## config.mk

```make
export PLATFORM = sky130hd
export DESIGN_NAME = div_scheduler
export DESIGN_NICKNAME = d
export VERILOG_FILES = /design/src/rtl/div_pkg.sv /design/src/rtl/div_step.sv /design/src/rtl/div_scheduler.sv
export SDC_FILE = /design/constraint.sdc
export NUM_CORES = 1
export LEC_CHECK = 0
export CORE_AREA = 2 2 116 202
export CTS_CLUSTER_SIZE = 40
export DETAILED_ROUTE_END_ITERATION = 8
export DIE_AREA = 0 0 118 204
export GPL_TIMING_DRIVEN = 0
export MAX_ROUTING_LAYER = met4
export PLACE_DENSITY = 0.8
export SLEW_MARGIN = 10
export SYNTH_ARGS = -nofsm -noshare
export SYNTH_HDL_FRONTEND = slang
export SYNTH_SLANG_ARGS = --single-unit
```

## constraint.sdc

```tcl
create_clock -name clk -period 4.15 [get_ports clk]
set_input_delay 0.83 -clock clk [delete_from_list [all_inputs] [get_ports clk]]
set_output_delay 0.83 -clock clk [all_outputs]
set_load 0.005 [all_outputs]
```

## src/rtl/div_pkg.sv

```systemverilog
// Shared constants and state type for the divide scheduler.
// Widths, step count and FSM encoding used by div_scheduler/div_step.
package div_pkg;

  localparam int A_W   = 64;
  localparam int B_W   = 32;
  localparam int STEPS = 64;

  typedef enum logic [1:0] {
    IDLE = 2'd0,
    BUSY = 2'd1,
    DONE = 2'd2
  } div_state_t;

endpackage

```

## src/rtl/div_step.sv

```systemverilog
// One combinational restoring-division step on {rem,quot}.
// In: rem, quot, b. Out: rem_nx (B_W+1, MSB always 0), quot_nx.
module div_step #(
  parameter int A_W = 64,
  parameter int B_W = 32
) (
  input  logic [B_W-1:0] rem,
  input  logic [A_W-1:0] quot,
  input  logic [B_W-1:0] b,
  output logic [B_W:0]   rem_nx,
  output logic [A_W-1:0] quot_nx
);

  logic [B_W:0] sh;
  logic [B_W:0] diff;
  logic         ge;

  // rem < b on entry, so the shifted value is < 2b and
  // the difference always fits back into B_W bits.
  assign sh      = {rem, quot[A_W-1]};
  assign ge      = sh >= {1'b0, b};
  assign diff    = sh - {1'b0, b};
  assign rem_nx  = ge ? diff : sh;
  assign quot_nx = {quot[A_W-2:0], ge};

endmodule

```

## src/rtl/div_scheduler.sv

```systemverilog
// Two-requester round-robin front end to a 64-step divider.
// Ports: clk/rst, req_valid/ready/a/b in, rsp_valid/ready/id/quot/rem/dz out.
module div_scheduler #(
  parameter int A_W   = 64,
  parameter int B_W   = 32,
  parameter int N_REQ = 2
) (
  input  logic               clk,
  input  logic               rst,
  input  logic [N_REQ-1:0]   req_valid,
  output logic [N_REQ-1:0]   req_ready,
  input  logic [N_REQ*A_W-1:0] req_a,
  input  logic [N_REQ*B_W-1:0] req_b,
  output logic               rsp_valid,
  input  logic               rsp_ready,
  output logic               rsp_id,
  output logic [A_W-1:0]     rsp_quot,
  output logic [A_W-1:0]     rsp_rem,
  output logic               rsp_dz
);

  import div_pkg::*;

  div_state_t     state;
  logic           ptr;
  logic [5:0]     cnt;
  logic [B_W-1:0] b_q;
  logic [A_W-1:0] quot;
  logic [A_W-1:0] rem;

  logic           gid;
  logic [A_W-1:0] a_sel;
  logic [B_W-1:0] b_sel;
  logic [B_W:0]   rem_nx;
  logic [A_W-1:0] quot_nx;
  logic           acc;

  // Favour the pointer's requester, else fall back to the other.
  always_comb begin
    gid = ptr;
    if (!req_valid[ptr]) gid = ~ptr;
  end

  always_comb begin
    req_ready = '0;
    if (!rst && state == IDLE && req_valid[gid])
      req_ready[gid] = 1'b1;
  end

  assign acc   = |req_ready;
  assign a_sel = req_a[gid*A_W +: A_W];
  assign b_sel = req_b[gid*B_W +: B_W];

  div_step #(.A_W(A_W), .B_W(B_W)) u_step (
    .rem     (rem[B_W-1:0]),
    .quot    (quot),
    .b       (b_q),
    .rem_nx  (rem_nx),
    .quot_nx (quot_nx)
  );

  always_ff @(posedge clk) begin
    if (rst) begin
      state     <= IDLE;
      ptr       <= 1'b0;
      cnt       <= '0;
      b_q       <= '0;
      quot      <= '0;
      rem       <= '0;
      rsp_valid <= 1'b0;
      rsp_id    <= 1'b0;
      rsp_dz    <= 1'b0;
    end else begin
      unique case (state)
        IDLE: begin
          if (acc) begin
            ptr    <= ~gid;
            rsp_id <= gid;
            b_q    <= b_sel;
            if (b_sel == '0) begin
              quot      <= '1;
              rem       <= a_sel;
              rsp_dz    <= 1'b1;
              rsp_valid <= 1'b1;
              state     <= DONE;
            end else begin
              quot   <= a_sel;
              rem    <= '0;
              cnt    <= '0;
              rsp_dz <= 1'b0;
              state  <= BUSY;
            end
          end
        end
        BUSY: begin
          quot <= quot_nx;
          rem  <= A_W'(rem_nx);
          cnt  <= cnt + 6'd1;
          if (cnt == 6'(STEPS - 1)) begin
            rsp_valid <= 1'b1;
            state     <= DONE;
          end
        end
        DONE: begin
          if (rsp_ready) begin
            rsp_valid <= 1'b0;
            state     <= IDLE;
          end
        end
        default: state <= IDLE;
      endcase
    end
  end

  assign rsp_quot = quot;
  assign rsp_rem  = rem;

endmodule

```

# After elaboration in Yosys (flattened, before gate mapping)
# Cells that the tools add are included.
dict set report op_classes {
  add_sub_neg 2
  n_reduce_logical 14
  n_shift 2
  mux 29
  eq_ne 8
  n_bitwise 2
  order_cmp 4
}
# operator count
set op_table {}
lappend op_table {{$mux W64} 4}
lappend op_table {{$pmux W64 S2} 2}
lappend op_table {{$shiftx A128 B8 Y64} 1}
lappend op_table {{$shiftx A64 B7 Y32} 1}
lappend op_table {{$ge A33 B32 Y1} 1}
lappend op_table {{$mux W33} 1}
lappend op_table {{$sub A33 B32 Y33} 1}
lappend op_table {{$logic_not A32 Y1} 1}
lappend op_table {{$mux W6} 2}
lappend op_table {{$pmux W6 S2} 1}
lappend op_table {{$mux W1} 11}
lappend op_table {{$mux W2} 5}
lappend op_table {{$ne A2 B2 Y1 const B} 4}
lappend op_table {{$add A6 B1 Y6 const B} 1}
lappend op_table {{$eq A6 B6 Y1 const B} 1}
lappend op_table {{$pmux W2 S3} 1}
lappend op_table {{$reduce_and A3 Y1} 2}
lappend op_table {{$reduce_and A5 Y1} 1}
lappend op_table {{$lt A1 B2 Y1 const B} 2}
lappend op_table {{$reduce_and A2 Y1} 2}
lappend op_table {{$logic_and A1 B1 Y1} 3}
lappend op_table {{$pmux W1 S3} 1}
lappend op_table {{$reduce_bool A3 Y1} 1}
lappend op_table {{$eq A2 B1 Y1 const B} 1}
lappend op_table {{9 further kinds} 10}
dict set report word_totals {
  output_inout_bits 133
  in_bits 197
  ff_bits 172
  elab_cells 70
}

# Longest topological paths before layout
# Gate-level depths: netlist (run 1).
dict set report depth {
  word_depth 11
  ltp_mapped 14
  ltp_nobuf 12
}

# Hierarchy
# A second synthesis (run 1) with hierarchy kept.
dict set report unflattened {
  cells_unflattened 1307
  hier_area_um2 11342.1
}
# module area_each_um2 cells_per_inst seq_area_each_um2 instances
set modules_own_cells {}
lappend modules_own_cells {div_scheduler 8134.1 862 3443.3 1}
lappend modules_own_cells {div_step 3208.1 445 0.0 1}

# Worst setup path after synthesis (run 1)
# No wires, ideal clock.
dict set report synth_path {
  path_type {input port to output port}
  from {input req_valid[0]}
  to {output req_ready[0]}
  path_stages 7
  n_path_buf 4
  required_time_ps 3320
  t_arrival_ps 2290
  path_slack_ps 1030
  path_cell_list {inv_1 -> mux2i_1 -> buf_2 -> buf_2 -> buf_2 -> buf_2 -> and3_1}
}
dict set report synth_via {
  elab_chain_len 8
  word_cells_on_any_way 12
  cone_classes {order compare: 2; mux: 8; reduce/logical: 2}
}
# item line_no
set synth_lines {}
lappend synth_lines {{start, declared} div_scheduler.sv:10} ;# input logic [N_REQ-1:0] req_valid,
lappend synth_lines {{$mux W1 (not written as such) (2 in a row)} div_scheduler.sv:41} ;# if (!req_valid[ptr]) gid = ~ptr;
lappend synth_lines {{$mux W1} div_scheduler.sv:41}
lappend synth_lines {{$lt A1 B2 Y1 (not written as such) or $ge A1 B1 Y1 (tied branches)} div_scheduler.sv:47} ;# req_ready[gid] = 1'b1;
lappend synth_lines {{$logic_and A1 B1 Y1 (not written as such)} div_scheduler.sv:47}
lappend synth_lines {{$mux W1 (not written as such)} div_scheduler.sv:47}
lappend synth_lines {{$demux W1 S1} div_scheduler.sv:47}
lappend synth_lines {{$mux W2 (*)} div_scheduler.sv:46} ;# if (!rst && state == IDLE && req_valid[gid])
lappend synth_lines {{end, declared} div_scheduler.sv:11} ;# output logic [N_REQ-1:0] req_ready,
# Mark *: on every way between the ends. The rest lies on a longest branch, timed or not. The select of a mux whose other input is x is not followed.

# Worst setup path in the final report (run 1)
# Ends and elaborated chain as after synthesis.

==> results of run 1 <==
## cell families (layout without fill, tap and decap cells)
| family | count (synthesis) | after routing | share of synthesized area |
|---|---|---|---|
| and+or+nand+nor | 437 | 437 | 0.181 |
| AOI/OAI and AO/OA | 394 | 394 | 0.254 |
| DFF | 172 | 172 | 0.333 |
| buffers and inverters | 151 | 510 | 0.0578 |
| muxes | 108 | 108 | 0.105 |
| adders and majority gates | 34 | 34 | 0.0419 |
| xor gates and xnor gates | 32 | 32 | 0.0271 |
## state kept, by name, indices dropped and copies added (netlist names)
signal	flops
rsp_quot	64
rsp_rem	64
b_q	32
cnt	6
state	2
ptr	1
rsp_dz	1
rsp_id	1
rsp_valid	1
## power by group through the flow
stage                     registers, mW  logic, mW  clock network, mW
final                              1.97       2.24               1.57
after global routing               1.98       2.42               1.63
after CTS                          1.96       2.21               1.56
after detailed placement           2.00       2.19                  0
after global placement             1.99       2.16                  0
after floorplan                    1.95       1.31                  0
## metal layers
metal / vias to the layer above / global-route usage / share of wire
met2: 634 / 0.643 / 0.53
met3: 172 / 0.0552 / 0.064
li1: 5511 / - / -
met4: 0 / 0.226 / 0.069
met1: 5431 / 0.330 / 0.34
met5: - / - / 0
## repair_timing
| action | 4_1_cts | 5_1_grt |
|---|---|---|
| pin swaps | 0 | 0 |
| hold endpoints to repair | 0 | 0 |
| gates resized for setup | 5 | 2 |
| hold buffers | 0 | 0 |
| setup endpoints to repair | 2 | 1 |
## worst paths after layout
check                             startpoint      endpoint  slack [ns]
worst max-delay path            req_valid[0]  req_ready[0]        0.08
worst max register to register      state[0]   rsp_rem[14]        0.56
worst min register to register        rsp_dz        rsp_dz        0.47
worst min-delay path                  rsp_dz        rsp_dz        0.47
## layout make-up
cell class                 count  area, sq um  area share
buffer                       109          457      0.0313
clock buffer                  17          425      0.0292
clock inverter                15          139     0.00953
inverter                      41          154      0.0106
multi-input combinational   1005         6300       0.432
sequential                   172         3440       0.236
tap                          300          375      0.0258
timing repair buffer         328         3280       0.225
## synthesized netlist by cell type, types with 3 or more instances
master      n
dfxtp_1   172
nand4_1    10
o21ai_0   103
nand3_1    18
a21boi_0    5
o22ai_1     4
o21a_1      5
a221oi_1    7
a21o_1     15
nor3_1     21
a211o_1     6
mux2_2      5
o211ai_1    7
buf_2      11
nand2_1   109
xor2_1     15
and2_1      4
and3_1      5
o31ai_1     4
or3_1       6
a21oi_1    88
a31oi_1     6
nand3b_1    3
a311oi_1   71
and4_1      3
buf_1      18
a211oi_1   43
nor4_1     19
xnor2_1    17
clkbuf_1   77
o221ai_1    3
mux2i_1   103
o21bai_1    4
inv_1      41
nor2_1    227
nand2b_1    4
ha_1       33
o21ba_2     3
o311ai_0    3
## critical path: cells and delay by family
family	cells	cell delay (ns)
buf+inv	6	1.91
mux	1	0.25
simple gates	1	0.22
==> metrics.md, run 1 <==
| Metric | Value |
|---|---|
| Status | `completed` |
| Initial core utilization | `0.458` |
| Required time of the critical path | `3.32 ns` |
| Syn avg cell area | `7.78 sq um` |
| Via/cell ratio | `5.91` |
| Slew HR | `0.289` |
| Internal Power | `3.65 mW` |
| Total gr overflow | `0` |
| Routed wire length | `41.6 mm` |
| Tmin final | `4.07 ns` |
| Non-Filler Instances | `1987` |
| Die ar. | `24100 sq um` |
| Achievable Freq | `0.246 GHz` |
| Synth cell types | `63` |
| Sw Share | `0.368` |
| Power Density | `396 nW/um^2` |
| Number of DRC markers in iteration 0 | `956` |
| Most frequent cells in the layout | `328 x clkdlybuf4s50_1, 227 x nor2_1, 172 x dfxtp_1, 109 x nand2_1, 103 x o21ai_0` |
| Clock Root Buffer | `clkbuf_16` |
| Tcrit/Tclk final | `0.981` |
| Critical path arrival | `3.24 ns` |
| Crit-path max FO | `19` |
| Antenna diode count | `0` |
| Max stage delay cell, worst path | `clkdlybuf4s50_1` |
| Tightest Hold Check Type | `flip-flop to flip-flop` |
| Combinational group share of total power | `0.388` |
| Share of cells above drive strength 1 | `0.0373` |
| Hold depth | `2` |
| Min Hold Slack | `0.466 ns` |
| Area post-placement | `14000 sq um` |
| Max_cap viols | `0` |
| Port Buffers | `328` |
| Main synth FF type | `dfxtp_1` |
| Kind of critical path | `input port to primary output` |
| Tot GR Track Use | `0.347` |
| Clock share of power | `0.272` |
| Post-place setup slack | `-0.708 ns` |
| Core region area | `22600 sq um` |
| Setup ws final | `0.0772 ns` |
| Final Cell Area | `14600 sq um` |
| FILL cells | `2054` |
| Worst r2r path cells | `11` |
| TritonCTS clock tree | `yes` |
| Core Util, Final | `0.646` |
| CP Cell Sequence | `clkdlybuf4s50_1 -> inv_1 -> mux2i_2 -> buf_4 -> buf_6 -> buf_8 -> and3_1 -> clkdlybuf4s50_1` |
| RSZ-0062 raised after global routing | `no` |
| Setup violators final | `0` |
| Max Slew Vio Count | `0` |
| First-pass GRT wire length | `63.8 mm` |
| Lkg Pwr | `5.74 nW` |
| Deepest clock path buffer count | `2` |
| Slew at the pin closest to its max-slew limit | `1.07 ns` |
| Sequential share of the synthesized area | `0.333` |
| EDFF count, synth | `0` |
| Htree depth | `4` |
| Synth top area cells | `dfxtp_1 33%, mux2i_1 10%, nor2_1 8.2%, a311oi_1 6.0%, o21ai_0 5.0%` |
| Syn nets | `1559` |
| Worst Setup Start Kind | `input port` |
| Final GP Congestion | `0.973` |
| IO Count | `330` |
| CTS clk-pin slew, worst paths | `0.06 ns` |
| Antenna-violating nets left | `0` |
| Avg WL per Cell | `21.0 um` |
| Final Hold Fails | `0` |
| Area leader, netlist | `dfxtp_1` |
| Synthesized area | `10300 sq um` |
| Setup_tns | `0 ns` |
| VDD IR max | `0.314 mV` |
| Total Power | `5.78 mW` |
| Yosys warns | `0` |
| Largest net degree at the start of global routing | `20` |
| Most frequent CP cell | `clkdlybuf4s50_1` |
| Placed cells | `1956` |
| Slowest Stage Delay on Critical Path | `0.54 ns` |
| FF+latch count, synth | `172` |
| Post-CTS Repair Setup Buffers | `0` |
| Nets@finish | `1905` |
| Sequential Power Share | `0.340` |
| DR vias | `11700` |
| Die Span X | `118 um` |
| Die height | `204 um` |
| Pre-antenna DRT Iters | `8` |
| Number of CTS-inserted buffers | `17` |
| Vias in the first global route | `11900` |
| Post-DP HPWL | `33.8 mm` |
| Synth top area share | `0.333` |
| P_sw | `2.12 mW` |
| Ys async rst share | `0` |
| TritonCTS Sinks | `172` |
| FP Rows | `73` |
| Area grow syn2layout | `41.0%` |
| Clock Latency Late Sink | `0.44 ns` |
| Gate Count Post-Synth | `1328` |
| Most common cell after layout, fill and taps aside | `clkdlybuf4s50_1` |
| Crit end category | `primary output` |
| Setup Skew | `0.00736 ns` |
| Initial antenna violation count | `0` |
| # DRC | `0` |
Power figures use the tool's default switching activity.
==> run 2, diff against run 1 <==
--- a/config.mk
+++ b/config.mk
@@ -5,13 +5,14 @@
 export SDC_FILE = /design/constraint.sdc
 export NUM_CORES = 1
 export LEC_CHECK = 0
-export CORE_AREA = 2 2 116 202
+export CORE_AREA = 2 2 173 107
 export CTS_CLUSTER_SIZE = 40
 export DETAILED_ROUTE_END_ITERATION = 8
-export DIE_AREA = 0 0 118 204
+export DIE_AREA = 0 0 175 109
+export DONT_BUFFER_PORTS = 1
 export GPL_TIMING_DRIVEN = 0
 export MAX_ROUTING_LAYER = met4
-export PLACE_DENSITY = 0.8
+export PLACE_DENSITY = 0.75
 export SLEW_MARGIN = 10
 export SYNTH_ARGS = -nofsm -noshare
 export SYNTH_HDL_FRONTEND = slang
==> run 2 against run 1 <==
Clock skew rose by 0.00097 ns; design area is 23% lower; sequential power hardly changed; combinational power decreased by 19%; critical path depth decreased by 2; final cell count fell by 20%; global-route usage increased by 5.8 points; clock power hardly changed; hold slack improved by 0.028 ns; via count is 9.2% lower; setup slack improved by 0.10 ns; die area down 21%; largest cell class unchanged.
==> metrics.md, run 2 (same netlist as run 1, synthesis figures left out) <==
| Metric | Value |
|---|---|
| Status | `completed (unchanged)` |
| VDD IR max | `0.324 mV (was 0.314 mV)` |
| Die height | `109 um (was 204 um)` |
| Required time of the critical path | `3.32 ns (about the same)` |
| Setup_tns | `0 ns (unchanged)` |
| Internal Power | `3.26 mW (was 3.65 mW)` |
| Setup violators final | `0 (unchanged)` |
| Tot GR Track Use | `0.405 (was 0.347)` |
| Die Span X | `175 um (was 118 um)` |
| P_sw | `2.13 mW (was 2.12 mW)` |
| Sequential Power Share | `0.371 (was 0.340)` |
| Number of CTS-inserted buffers | `17 (unchanged)` |
| Final Hold Fails | `0 (unchanged)` |
| FP Rows | `38 (was 73)` |
| Core region area | `17600 sq um (was 22600 sq um)` |
| Total gr overflow | `0 (unchanged)` |
| Routed wire length | `38.1 mm (was 41.6 mm)` |
| Post-DP HPWL | `29.8 mm (was 33.8 mm)` |
| Post-place setup slack | `0.306 ns (was -0.708 ns)` |
| CTS clk-pin slew, worst paths | `0.07 ns (was 0.06 ns)` |
| Crit-path max FO | `10 (was 19)` |
| Htree depth | `4 (unchanged)` |
| Cts-stage hold buffer count | `0 (unchanged)` |
| Post-CTS Repair Setup Buffers | `0 (unchanged)` |
| Vias in the first global route | `9743 (was 11900)` |
| Clock Root Buffer | `clkbuf_16 (unchanged)` |
| Combinational group share of total power | `0.336 (was 0.388)` |
| Largest net degree at the start of global routing | `18 (was 20)` |
| Worst r2r path cells | `10 (was 11)` |
| Setup Skew | `0.00833 ns (was 0.00736 ns)` |
| TritonCTS Sinks | `172 (unchanged)` |
| DR vias | `10700 (was 11700)` |
| Via/cell ratio | `6.67 (was 5.91)` |
| Core Util, Final | `0.634 (was 0.646)` |
| Hold depth | `2 (unchanged)` |
| Worst Setup Start Kind | `flip-flop (was input port)` |
| Avg WL per Cell | `23.8 um (was 21.0 um)` |
| Tmin final | `3.97 ns (was 4.07 ns)` |
| Crit end category | `primary output (unchanged)` |
| Number of DRC markers in iteration 0 | `1316 (was 956)` |
| Initial antenna violation count | `1 (was 0)` |
| Max Slew Vio Count | `0 (unchanged)` |
| # DRC | `0 (unchanged)` |
| Kind of critical path | `flip-flop to primary output (was input port to primary output)` |
| Most frequent cells in the layout | `227 x nor2_1, 172 x dfxtp_1, 109 x nand2_1, 103 x mux2i_1, 103 x o21ai_0 (was 328 x clkdlybuf4s50_1, 227 x nor2_1, 172 x dfxtp_1, 109 x nand2_1, 103 x o21ai_0)` |
| RSZ-0062 raised after global routing | `no (unchanged)` |
| Sw Share | `0.396 (was 0.368)` |
| Critical path arrival | `3.14 ns (was 3.24 ns)` |
| Tcrit/Tclk final | `0.957 (was 0.981)` |
| Slew HR | `0.389 (was 0.289)` |
| Setup ws final | `0.178 ns (was 0.0772 ns)` |
| Nets@finish | `1578 (was 1905)` |
| Most common cell after layout, fill and taps aside | `nor2_1 (was clkdlybuf4s50_1)` |
| Max_cap viols | `0 (unchanged)` |
| Min Hold Slack | `0.494 ns (was 0.466 ns)` |
| Port Buffers | `0 (was 328)` |
| Initial core utilization | `0.586 (was 0.458)` |
| Final GP Congestion | `1.01 (was 0.973)` |
| Achievable Freq | `0.252 GHz (was 0.246 GHz)` |
| Pre-antenna DRT Iters | `6 (was 8)` |
| Area grow syn2layout | `8.29% (was 41.0%)` |
| Die ar. | `19100 sq um (was 24100 sq um)` |
| Share of cells above drive strength 1 | `0.0456 (was 0.0373)` |
| TritonCTS clock tree | `yes (unchanged)` |
| IO Count | `330 (unchanged)` |
| Slew at the pin closest to its max-slew limit | `0.910 ns (was 1.07 ns)` |
| Final Cell Area | `11200 sq um (was 14600 sq um)` |
| Antenna-violating nets left | `0 (unchanged)` |
| Deepest clock path buffer count | `2 (unchanged)` |
| First-pass GRT wire length | `57.0 mm (was 63.8 mm)` |
| Area post-placement | `10600 sq um (was 14000 sq um)` |
| Clock Latency Late Sink | `0.44 ns (about the same)` |
| Clock share of power | `0.293 (was 0.272)` |
| PostCTS Resize Cnt | `0 (was 5)` |
| Antenna diode count | `0 (unchanged)` |
| Tightest Hold Check Type | `flip-flop to flip-flop (unchanged)` |
| Lkg Pwr | `4.49 nW (was 5.74 nW)` |
| Power Density | `482 nW/um^2 (was 396 nW/um^2)` |
## run 2: changes by cell type in the layout (fill, tap and decap cells not counted), sizes merged
| cell | delta |
|---|---|
| clkdlybuf4s50 | -328 |
| clkinvlp | +2 |
| inv | +3 |
| clkinv | -5 |
| buf | +1 |
| bufinv | -1 |
## run 2: layout make-up
| type | count | area, sq um |
|---|---|---|
| fill | 1655 | 6450 |
| multi-input combinational | 1005 | 6290 |
| sequential | 172 | 3440 |
| buffer | 110 | 443 |
| clock buffer | 17 | 425 |
| tap | 240 | 300 |
| inverter | 41 | 154 |
| clock inverter | 14 | 131 |
## run 2: worst paths after layout
check | slack (ns) | startpoint | endpoint
setup / recovery | 0.18 | ptr | req_ready[0]
hold / removal | 0.49 | cnt[1] | cnt[1]
setup reg to reg | 0.47 | state[0] | rsp_rem[58]
hold reg to reg | 0.49 | cnt[1] | cnt[1]
## run 2: metal layers
metal	global-route usage	part of all wire	up-vias
met4	0.113	0.022	0
met2	0.538	0.39	696
met5	-	0	-
met3	0.141	0.14	75
met1	0.573	0.45	5036
li1	-	-	4856
## run 2: power groups by stage
stage / Clock, mW / Sequential [mW] / Combinational (mW)
finish: 1.58 / 2.00 / 1.81
global route: 1.65 / 2.02 / 1.98
CTS: 1.58 / 2.00 / 1.75
detailed placement: 0 / 2.03 / 1.74
global placement: 0 / 2.03 / 1.71
floorplan: 0 / 1.95 / 1.31
## run 2: stage by stage
| step | power (mW) | cells |
|---|---|---|
| 6_report | 5.40 | 1599 |
| 5_1_grt | 5.64 | 1599 |
| 4_1_cts | 5.33 | 1599 |
| 3_5_place_dp | 3.77 | 1568 |
| 3_3_place_gp | 3.74 | 1568 |
| 2_1_floorplan | 3.27 | 1328 |
## run 2: critical path, cell delays in order (launching register included)
cell and delay, ns:
dfxtp_1 0.35, mux2i_1 0.39, buf_2 0.41, buf_2 0.46, buf_2 0.48, buf_2 0.36
and3_1 0.23
